File: config.mk
export PLATFORM = sky130hd
export DESIGN_NAME = mm_job_arbiter
export DESIGN_NICKNAME = d
export VERILOG_FILES = /design/src/rtl/mm_job_arbiter.sv
export SDC_FILE = /design/constraint.sdc
export NUM_CORES = 1
export LEC_CHECK = 0
export CAP_MARGIN = 20
export CORE_UTILIZATION = 30
export DETAILED_ROUTE_END_ITERATION = 10
export PLACE_DENSITY = 0.63
export SETUP_SLACK_MARGIN = 0.02
export SLEW_MARGIN = 30
export SYNTH_ARGS = -nofsm -noshare
export SYNTH_HDL_FRONTEND = slang
export SYNTH_SLANG_ARGS = --single-unit
export TNS_END_PERCENT = 50
File: constraint.sdc
create_clock -name clk -period 3 [get_ports clk]
set_clock_uncertainty 0.1 [all_clocks]
set_input_delay 0.45 -clock clk [delete_from_list [all_inputs] [get_ports clk]]
set_output_delay 0.45 -clock clk [all_outputs]
set_load 0.01 [all_outputs]
File: src/rtl/mm_job_arbiter.sv
// mm_job_arbiter
// Shares one signed matrix-multiply engine (operands up to 4x4) between two
// requesters. Grants round-robin, streams the owner's A then B operand in
// row-major order with end-of-row / end-of-matrix markers, samples the
// engine's legality verdict, routes results back to the owner and closes
// every job with a one-cycle done pulse (plus err on failure).
//
// Ports
//   clk, rst                 clock, asynchronous active-high reset
//   req_i[1:0]               per-requester job request (level)
//   dims0_i, dims1_i         {r1,c1,r2,c2}, 3 bits each, legal 1..4
//   src_data0_i, src_data1_i current operand element of each requester
//   gnt_o[1:0]               registered one-hot owner
//   src_rd_o[1:0]            owner's element consumed this cycle
//   mm_in_data_o             element to engine
//   mm_col_end_o             last element of a row
//   mm_row_end_o             last element of a matrix
//   mm_busy_i, mm_valid_i, mm_is_legal_i, mm_change_row_i, mm_out_data_i
//                            engine status and result
//   res_valid_o[1:0]         result valid, owner's bit only
//   res_data_o               result element
//   res_row_end_o            last element of a result row
//   done_o[1:0], err_o[1:0]  one-cycle job completion / failure pulses
//
// state    | meaning
// IDLE     | no owner; arbitrate among pending requests
// GRANT    | latch and validate the owner's dims
// FEED_A   | stream operand A, one element per cycle
// FEED_B   | stream operand B, one element per cycle
// WAIT_CHK | wait for engine busy, sample legality, bounded by TMO
// DRAIN    | forward engine results to the owner
// DONE     | pulse done/err, release grant, advance pointer

module mm_job_arbiter #(
   parameter int DW  = 8,
   parameter int OW  = 20,
   parameter int TMO = 8
) (
   input  logic          clk,
   input  logic          rst,
   input  logic [1:0]    req_i,
   input  logic [11:0]   dims0_i,
   input  logic [11:0]   dims1_i,
   input  logic [DW-1:0] src_data0_i,
   input  logic [DW-1:0] src_data1_i,
   output logic [1:0]    gnt_o,
   output logic [1:0]    src_rd_o,
   output logic [DW-1:0] mm_in_data_o,
   output logic          mm_col_end_o,
   output logic          mm_row_end_o,
   input  logic          mm_busy_i,
   input  logic          mm_valid_i,
   input  logic          mm_is_legal_i,
   input  logic          mm_change_row_i,
   input  logic [OW-1:0] mm_out_data_i,
   output logic [1:0]    res_valid_o,
   output logic [OW-1:0] res_data_o,
   output logic          res_row_end_o,
   output logic [1:0]    done_o,
   output logic [1:0]    err_o
);

   localparam int TW = $clog2(TMO + 1);

   typedef enum logic [2:0] {
      S_IDLE,
      S_GRANT,
      S_FEED_A,
      S_FEED_B,
      S_WAIT_CHK,
      S_DRAIN,
      S_DONE
   } state_t;

   state_t        state_q;
   logic          ptr_q;
   logic          own_q;
   logic [1:0]    gnt_q;
   logic [2:0]    r1_q, c1_q, r2_q, c2_q;
   logic [2:0]    row_q, col_q;
   logic [4:0]    out_cnt_q;
   logic [TW-1:0] tmo_q;
   logic [1:0]    res_valid_q;
   logic [OW-1:0] res_data_q;
   logic          res_row_end_q;
   logic [1:0]    done_q;
   logic [1:0]    err_q;

   logic [11:0] own_dims;
   logic        dims_bad;
   logic        pick;
   logic        feeding;
   logic [2:0]  cur_r, cur_c;
   logic        col_last, row_last;
   logic [5:0]  res_total;
   logic [4:0]  out_cnt_nxt;

   function automatic logic field_bad(input logic [2:0] f);
      return (f == 3'd0) || (f > 3'd4);
   endfunction

   always_comb begin
      own_dims    = own_q ? dims1_i : dims0_i;
      dims_bad    = field_bad(own_dims[11:9]) || field_bad(own_dims[8:6]) ||
                    field_bad(own_dims[5:3])  || field_bad(own_dims[2:0]);
      // the pointer names the requester with priority; the other wins only if alone
      pick        = req_i[ptr_q] ? ptr_q : ~ptr_q;
      feeding     = (state_q == S_FEED_A) || (state_q == S_FEED_B);
      cur_r       = (state_q == S_FEED_B) ? r2_q : r1_q;
      cur_c       = (state_q == S_FEED_B) ? c2_q : c1_q;
      col_last    = (col_q == cur_c - 3'd1);
      row_last    = (row_q == cur_r - 3'd1);
      res_total   = 6'(r1_q) * 6'(c2_q);
      out_cnt_nxt = out_cnt_q + {4'd0, mm_valid_i};
   end

   // feed path is combinational so the element and its markers track src_data
   assign src_rd_o      = feeding ? gnt_q : 2'b00;
   assign mm_in_data_o  = feeding ? (own_q ? src_data1_i : src_data0_i) : '0;
   assign mm_col_end_o  = feeding & col_last;
   assign mm_row_end_o  = feeding & col_last & row_last;

   assign gnt_o         = gnt_q;
   assign res_valid_o   = res_valid_q;
   assign res_data_o    = res_data_q;
   assign res_row_end_o = res_row_end_q;
   assign done_o        = done_q;
   assign err_o         = err_q;

   always_ff @(posedge clk or posedge rst) begin
      if (rst) begin
         state_q       <= S_IDLE;
         ptr_q         <= 1'b0;
         own_q         <= 1'b0;
         gnt_q         <= 2'b00;
         r1_q          <= 3'd0;
         c1_q          <= 3'd0;
         r2_q          <= 3'd0;
         c2_q          <= 3'd0;
         row_q         <= 3'd0;
         col_q         <= 3'd0;
         out_cnt_q     <= 5'd0;
         tmo_q         <= '0;
         res_valid_q   <= 2'b00;
         res_data_q    <= '0;
         res_row_end_q <= 1'b0;
         done_q        <= 2'b00;
         err_q         <= 2'b00;
      end else begin
         res_valid_q   <= 2'b00;
         res_row_end_q <= 1'b0;
         done_q        <= 2'b00;
         err_q         <= 2'b00;
         case (state_q)
            S_IDLE: begin
               if (|req_i) begin
                  own_q   <= pick;
                  gnt_q   <= {pick, ~pick};
                  state_q <= S_GRANT;
               end
            end
            S_GRANT: begin
               r1_q  <= own_dims[11:9];
               c1_q  <= own_dims[8:6];
               r2_q  <= own_dims[5:3];
               c2_q  <= own_dims[2:0];
               row_q <= 3'd0;
               col_q <= 3'd0;
               if (dims_bad) begin
                  done_q  <= gnt_q;
                  err_q   <= gnt_q;
                  state_q <= S_DONE;
               end else begin
                  state_q <= S_FEED_A;
               end
            end
            S_FEED_A, S_FEED_B: begin
               if (col_last) begin
                  col_q <= 3'd0;
                  if (row_last) begin
                     row_q <= 3'd0;
                     if (state_q == S_FEED_A) begin
                        state_q <= S_FEED_B;
                     end else begin
                        tmo_q   <= TW'(TMO);
                        state_q <= S_WAIT_CHK;
                     end
                  end else begin
                     row_q <= row_q + 3'd1;
                  end
               end else begin
                  col_q <= col_q + 3'd1;
               end
            end
            S_WAIT_CHK: begin
               if (mm_busy_i) begin
                  if (mm_is_legal_i) begin
                     out_cnt_q <= 5'd0;
                     state_q   <= S_DRAIN;
                  end else begin
                     done_q  <= gnt_q;
                     err_q   <= gnt_q;
                     state_q <= S_DONE;
                  end
               end else if (tmo_q <= TW'(1)) begin
                  done_q  <= gnt_q;
                  err_q   <= gnt_q;
                  state_q <= S_DONE;
               end else begin
                  tmo_q <= tmo_q - TW'(1);
               end
            end
            S_DRAIN: begin
               if (mm_valid_i) begin
                  res_data_q    <= mm_out_data_i;
                  res_valid_q   <= gnt_q;
                  res_row_end_q <= mm_change_row_i;
                  out_cnt_q     <= out_cnt_nxt;
               end
               // a result arriving in the exit cycle still counts toward the total
               if (!mm_busy_i) begin
                  done_q  <= gnt_q;
                  err_q   <= ({1'b0, out_cnt_nxt} == res_total) ? 2'b00 : gnt_q;
                  state_q <= S_DONE;
               end
            end
            S_DONE: begin
               gnt_q     <= 2'b00;
               ptr_q     <= ~own_q;
               row_q     <= 3'd0;
               col_q     <= 3'd0;
               out_cnt_q <= 5'd0;
               tmo_q     <= '0;
               state_q   <= S_IDLE;
            end
            default: state_q <= S_IDLE;
         endcase
      end
   end

endmodule

==> metrics.md, run 1 <==
| Metric | Value |
|---|---|
| Status | `complete, but fails checks` |
| Failing checks | `DRC` |
| Diodes inserted | `0` |
| Remaining DRCs | `12` |
| Post-layout net count | `568` |
| Worst slew margin | `65.6%` |
| Vias | `3049` |
| Final setup violation count | `0` |
| Starting Density | `31.1%` |
| CP Data Arrival Time | `2.90 ns` |
| Gpl congestion | `0.769` |
| Post-synth top flop | `dfrtp_1` |
| Core box area | `11500 sq um` |
| Clock transition at the registers of the reported paths | `0.05 ns` |
| Final Cycle Share | `93.3%` |
| Pin count of the biggest net entering global routing | `26` |
| Gr ovfl total | `0` |
| Hold Crit Class | `in -> async` |
| Yosys top cell area share | `42.6%` |
| Post-DP HPWL | `6580 um` |
| Final Hold Vio Count | `0` |
| R2r setup slk | `0.20 ns` |
| FF-to-FF path depth | `10` |
| Reg power frac | `25.8%` |
| Total wire length | `8590 um` |
| Clock group share of total power | `17.6%` |
| Layout area overhead | `46.3%` |
| Measured slew at the worst slew-check pin | `0.503 ns` |
| Crit path cell chain | `and2_1 > fa_1 > ha_2 > fa_1 > xor2_1 > xnor2_1 > xnor2_1 > nand4_1 > a21o_1 > and2_1` |
| Initial antenna violation count | `0` |
| Critical path's largest stage delay | `0.49 ns` |
| Port buffer count | `108` |
| Register area share after synthesis | `42.6%` |
| Reg-to-Reg End | `err_o[1]$_DFF_PP0_` |
| First-pass GRT wire length | `14300 um` |
| Layout fillers | `1086` |
| Setup tns final | `0 ns` |
| CP max-delay cell | `fa_1` |
| Crit path time final | `2.80 ns` |
| # Max-Cap Violations | `0` |
| Synth top area cells | `dfrtp_1 (43%), mux2i_1 (7.3%), mux2_2 (6.6%)` |
| Post-synth ARST share | `100%` |
| First-pass detailed-route iteration total | `7` |
| Synthesis Warnings | `0` |
| Final worst slack | `0.202 ns` |
| Worst-Skew Late Latency | `0.32 ns` |
| Max Fclk | `0.357 GHz` |
| Boundary Pins | `109` |
| Share of layout cells above drive strength 1 | `15.9%` |
| Number of unique standard cell types used by synthesis | `53` |
| RSZ-0062 raised after global routing | `false` |
| Number of synthesized flops with an enable pin | `0` |
| CTS tree | `done` |
| Syn Std Cell Area | `3580 sq um` |
| Worst setup EP type | `flop` |
| Global Route Usage Sum | `14.3%` |
| Clk buf depth | `2` |
| Vias/cell | `4.82` |
| Pwr Density | `1030 nW/um^2` |
| Post-synth net total | `442` |
| Max H-tree Level | `3` |
| CP Data Required Time | `3.10 ns` |
| Leakage | `0.00228 uW` |
| Worst slack, placed | `0.0349 ns` |
| Setup Crit Path Kind | `reg -> reg` |
| Crit path launch type | `flop` |
| Max-slew violation count | `0` |
| Syn Area/Cell | `9.97 sq um` |
| Chip Height | `111 um` |
| TritonCTS Buffers | `9` |
| Die area | `12400 sq um` |
| Number of synthesized register bits | `61` |
| Worst r2r src | `c2_q[2]$_DFFE_PP0P_` |
| Max Fanout on Critical Path | `4` |
| Cts hold-fix bufs | `0` |
| Mapped Cells | `359` |
| Largest area contributor in the netlist | `dfrtp_1` |
| Row cnt | `39` |
| Post-route ant nets | `0` |
| Cell Area, Placed | `4890 sq um` |
| Root buf cell | `clkbuf_16` |
| Comb power frac | `56.6%` |
| Vias in the first global route | `2953` |
| Drt initial violations | `170` |
| WL/cell | `13.6 um` |
| Die Wd | `111 um` |
| Total internal power | `3370 uW` |
| VDD IR max | `0.000434 V` |
| Net Sw Frac | `37.7%` |
| Final Instance Area | `5240 sq um` |
| Net Sw Power | `2040 uW` |
| Clock Sinks | `61` |
## metal layers
metal / GRT usage [%] / vias to the layer above / wire length (um)
li1: - / 1525 / -
met1: 19.5 / 1426 / 4100
met2: 22.9 / 87 / 3980
met3: 3.23 / 11 / 434
met4: 3.69 / 0 / 73
met5: 0 / - / 0
## logic make-up (layout without fill, tap and decap cells)
kind of cell             count (synthesis)  after routing  share of synthesized area (%)
adder cells (fa/ha/maj)                 15             15                           5.66
buffers and inverters                   26            157                           3.04
XOR/XNOR                                22             22                           5.80
AND/OR/NAND/NOR                        111            111                           15.1
AO/OA/AOI/OAI                           75             75                           13.2
multiplexers                            49             49                           14.6
flip-flops                              61             61                           42.6
## power by group through the flow
stage	Clock (uW)	Sequential, uW	Combinational, uW
final	953	1400	3070
after global routing	1020	1450	3410
after CTS	980	1410	2980
after detailed placement	0	1410	2920
after global placement	0	1400	2880
after floorplan	0	1420	1880
## through the flow
stage          std cells  hold slack [ns]  utilization, %  power, uW
5_1_grt              633            0.392            45.5       5880
6_report             633            0.359            45.5       5420
4_1_cts              626            0.375            45.1       5370
2_1_floorplan        359            0.354               -       3300
3_5_place_dp         609            0.387            42.5       4340
3_3_place_gp         609            0.370            42.5       4280
## how the worst max path moves through the flow
stage	startpoint	endpoint	slack, ns
2_1_floorplan	c2_q[2]$_DFFE_PP0P_	err_o[0]$_DFF_PP0_	0.30
3_3_place_gp	state_q[2]$_DFFE_PP0P_	mm_row_end_o	0.07
3_5_place_dp	state_q[2]$_DFFE_PP0P_	mm_row_end_o	0.03
4_1_cts	state_q[2]$_DFFE_PP0P_	mm_col_end_o	0.04
5_1_grt	c2_q[2]$_DFFE_PP0P_	err_o[1]$_DFF_PP0_	0.03
6_report	c2_q[2]$_DFFE_PP0P_	err_o[1]$_DFF_PP0_	0.20
## sequential cells by signal (all words and copies together) (netlist names)
name           count
gnt_o              2
own_q              1
col_q              3
r1_q               3
out_cnt_q          5
err_o              2
res_valid_o        2
state_q            3
res_row_end_o      1
done_o             2
res_data_o        20
c2_q               3
row_q              3
r2_q               3
tmo_q              4
ptr_q              1
c1_q               3
## layout by cell type, fill, tap and decap left out, types with 4 or more instances in the layout
| master | instances |
|---|---|
| a21oi_1 | 24 |
| dfrtp_1 | 61 |
| o21ai_0 | 23 |
| mux2i_1 | 25 |
| nand3_1 | 8 |
| and3_1 | 6 |
| mux2_2 | 21 |
| clkdlybuf4s50_1 | 106 |
| xnor2_1 | 10 |
| buf_4 | 25 |
| and2_1 | 11 |
| ha_1 | 12 |
| nand2_1 | 22 |
| xor2_1 | 9 |
| nor2_1 | 41 |
| inv_1 | 6 |
| nor2b_1 | 4 |
| clkbuf_16 | 9 |
## worst max-delay path, delay by kind of cell, from the launching register on
kind,cells,cell delay (ns)
flops,1,0.40
xor+xnor,3,0.49
compound gates,1,0.19
fa+ha+maj,3,1.07
simple gates,3,0.44
## cells in the mapped netlist (all sizes together), types with 2 or more instances
cell and instances:
dfrtp 61, nor2 42, mux2i 27, a21oi 25, o21ai 24, mux2 22, nand2 22, clkbuf 14
ha 13, xnor2 13, and2 11, nand3 9, xor2 9, inv 7, and3 6, buf 4
nor2b 4, nor3 4, a211oi 3, a21o 3, nand2b 3, o31ai 3, a21boi 2, a221o 2
a31oi 2, fa 2, nand4 2, nor4 2, o221ai 2, o22ai 2, or3 2
## timing repair
item / CTS / global route
endpoints found under the hold margin: 0 / 0
buffers inserted: 1 / 7
resized for setup: 5 / 6
endpoints found under the setup margin: 2 / 4
pin swaps: 1 / 4
## area by class of cell
class	instances	area, sq um	area share, %
well taps	143	179	3.41
inverters	8	30.0	0.573
repair buffers	133	1260	24.0
clock buffers	12	256	4.89
clock inverters	4	22.5	0.430
flip-flops and latches	61	1530	29.1
multi-input cells	272	1970	37.5
Note: power is estimated with default switching activity, not from simulation.
==> inputs of run 2 (changes only) <==
Settings changed: CORE_UTILIZATION 30 to 40, PLACE_DENSITY 0.63 to 0.78.
==> metrics.md, run 2 (synthesis gave the netlist of run 1 again) <==
| Metric | Value |
|---|---|
| Status | `completed (was complete, but fails checks)` |
| TritonCTS Buffers | `9 (unchanged)` |
| Starting Density | `41.3% (was 31.1%)` |
| First-pass GRT wire length | `14400 um (was 14300 um)` |
| Cts hold-fix bufs | `0 (unchanged)` |
| Diodes inserted | `0 (unchanged)` |
| Pin count of the biggest net entering global routing | `26 (unchanged)` |
| Top routing layer in use | `met4 (unchanged)` |
| Clock Sinks | `61 (unchanged)` |
| Row cnt | `34 (was 39)` |
| Setup Crit Path Kind | `reg -> out (was reg -> reg)` |
| Max Fanout on Critical Path | `5 (was 4)` |
| VDD IR max | `0.000359 V (was 0.000434 V)` |
| WL/cell | `14.3 um (was 13.6 um)` |
| Met3 Routed Length | `390 um (was 434 um)` |
| Crit path launch type | `flop (unchanged)` |
| Chip Height | `96.6 um (was 111 um)` |
| Vias/cell | `5.24 (was 4.82)` |
| Cell Area, Placed | `4830 sq um (was 4890 sq um)` |
| Max H-tree Level | `3 (unchanged)` |
| Die Wd | `96.6 um (was 111 um)` |
| Global Route Usage Sum | `18.8% (was 14.3%)` |
| Tot Pwr | `5230 uW (was 5420 uW)` |
| Gr ovfl total | `0 (unchanged)` |
| Root buf cell | `clkbuf_8 (was clkbuf_16)` |
| Post-layout net count | `560 (was 568)` |
| Core box area | `8680 sq um (was 11500 sq um)` |
| Clock transition at the registers of the reported paths | `0.08 ns (was 0.05 ns)` |
| Most common cell after layout, fill and taps aside | `clkdlybuf4s50_1 (unchanged)` |
| Worst slew margin | `39.4% (was 65.6%)` |
| Most frequent cells in the layout | `clkdlybuf4s50_1 (106), dfrtp_1 (61), nor2_1 (41) (unchanged)` |
| Vias | `3089 (was 3049)` |
| Vias in the first global route | `3098 (was 2953)` |
| Clock group share of total power | `15.6% (was 17.6%)` |
| Final Instance Area | `5090 sq um (was 5240 sq um)` |
| CP Data Arrival Time | `2.36 ns (was 2.90 ns)` |
| Max Fclk | `0.343 GHz (was 0.357 GHz)` |
| Post-Place Cells | `572 (was 609)` |
| DR WL met2 | `4260 um (was 3980 um)` |
| Final Hold Vio Count | `0 (unchanged)` |
| Worst r2r src | `r1_q[1]$_DFFE_PP0P_ (was c2_q[2]$_DFFE_PP0P_)` |
| # Max-Cap Violations | `0 (unchanged)` |
| R2r setup slk | `0.16 ns (was 0.20 ns)` |
| Leakage | `0.00221 uW (was 0.00228 uW)` |
| Share of layout cells above drive strength 1 | `14.7% (was 15.9%)` |
| Total internal power | `3190 uW (was 3370 uW)` |
| End-of-flow core utilization | `58.7% (was 45.5%)` |
| Post-route ant nets | `0 (unchanged)` |
| Crit path time final | `2.91 ns (was 2.80 ns)` |
| Worst slack, placed | `0.0206 ns (was 0.0349 ns)` |
| Drt initial violations | `187 (was 170)` |
| Layout area overhead | `42.2% (was 46.3%)` |
| RSZ-0062 raised after global routing | `true (was false)` |
| Final worst slack | `0.0885 ns (was 0.202 ns)` |
| CP Data Required Time | `2.45 ns (was 3.10 ns)` |
| Gpl congestion | `0.845 (was 0.769)` |
| Final setup violation count | `0 (unchanged)` |
| Pwr Density | `1030 nW/um^2 (about the same)` |
| Worst-Skew Late Latency | `0.34 ns (was 0.32 ns)` |
| Layout fillers | `748 (was 1086)` |
| Post-DP HPWL | `6480 um (was 6580 um)` |
| Net Sw Frac | `38.9% (was 37.7%)` |
| Clk buf depth | `2 (unchanged)` |
| Worst setup EP type | `primary output (was flop)` |
| Reg-to-Reg End | `err_o[1]$_DFF_PP0_ (unchanged)` |
| Port buffer count | `108 (unchanged)` |
| Final Cycle Share | `97.1% (was 93.3%)` |
| Reg power frac | `27.4% (was 25.8%)` |
| Die area | `9330 sq um (was 12400 sq um)` |
| Max reg flops | `20 (unchanged)` |
| Net Sw Power | `2040 uW (about the same)` |
| Metal1 wirelength | `3690 um (was 4100 um)` |
| Boundary Pins | `109 (unchanged)` |
| Remaining DRCs | `0 (was 12)` |
| CTS tree | `done (unchanged)` |
| Total wire length | `8430 um (was 8590 um)` |
| Initial antenna violation count | `0 (unchanged)` |
| FF-to-FF path depth | `10 (unchanged)` |
| Max-slew violation count | `0 (unchanged)` |
| First-pass detailed-route iteration total | `5 (was 7)` |
| Hold Crit Class | `in -> async (unchanged)` |
| Measured slew at the worst slew-check pin | `0.909 ns (was 0.503 ns)` |
| Comb power frac | `57.0% (was 56.6%)` |
| Final non-filler cell total | `590 (was 633)` |
run 2: layout make-up:
type | instances | area, sq um | area share [%]
inverters | 8 | 30.0 | 0.590
multi-input cells | 272 | 1980 | 38.8
well taps | 108 | 135 | 2.65
clock buffers | 9 | 124 | 2.43
clock inverters | 7 | 97.6 | 1.92
repair buffers | 125 | 1200 | 23.7
flip-flops and latches | 61 | 1530 | 30.0
run 2: what timing repair did:
action,in CTS,in global routing
pin swaps,1,3
setup endpoints to repair,2,2
buffers inserted,1,1
resized for setup,7,5
run 2: worst max-delay path, stage by stage (launching register included):
cell and delay (ns):
dfrtp_1 0.39, nand3b_4 0.22, mux2i_4 0.23, ha_2 0.21, xnor2_2 0.20, xnor2_2 0.15
nand3_2 0.11, buf_4 0.17, nor2_2 0.11, clkdlybuf4s15_2 0.24
run 2: metrics by stage:
stage               setup TNS [ns]  hold WS (ns)
floorplan                        0         0.354
global placement                 0         0.370
detailed placement               0         0.374
CTS                              0         0.353
global route               -0.0120         0.383
finish                           0         0.337
run 2: worst max path at each step:
stage	from	to	slack (ns)	depth (start not counted)
CTS	state_q[2]$_DFFE_PP0P_	mm_col_end_o	0.03	9
finish	state_q[2]$_DFFE_PP0P_	mm_col_end_o	0.09	9
global placement	state_q[2]$_DFFE_PP0P_	mm_row_end_o	0.08	9
global route	state_q[2]$_DFFE_PP0P_	mm_row_end_o	-0.01	9
detailed placement	state_q[2]$_DFFE_PP0P_	mm_row_end_o	0.02	8
floorplan	c2_q[2]$_DFFE_PP0P_	err_o[0]$_DFF_PP0_	0.30	10
run 2: power by group through the flow:
stage	combinational (uW)	clock (uW)	sequential, uW
after global placement	2800	0	1420
after global routing	3270	869	1490
final	2980	817	1440
after CTS	2950	831	1430
after detailed placement	2870	0	1450
after floorplan	1880	0	1420
run 2: per-layer routing:
metal / up-vias / global-route usage, %
li1: 1494 / -
met1: 1490 / 24.4
met2: 96 / 31.4
met3: 9 / 3.68
met4: 0 / 6.08
met5: - / 0
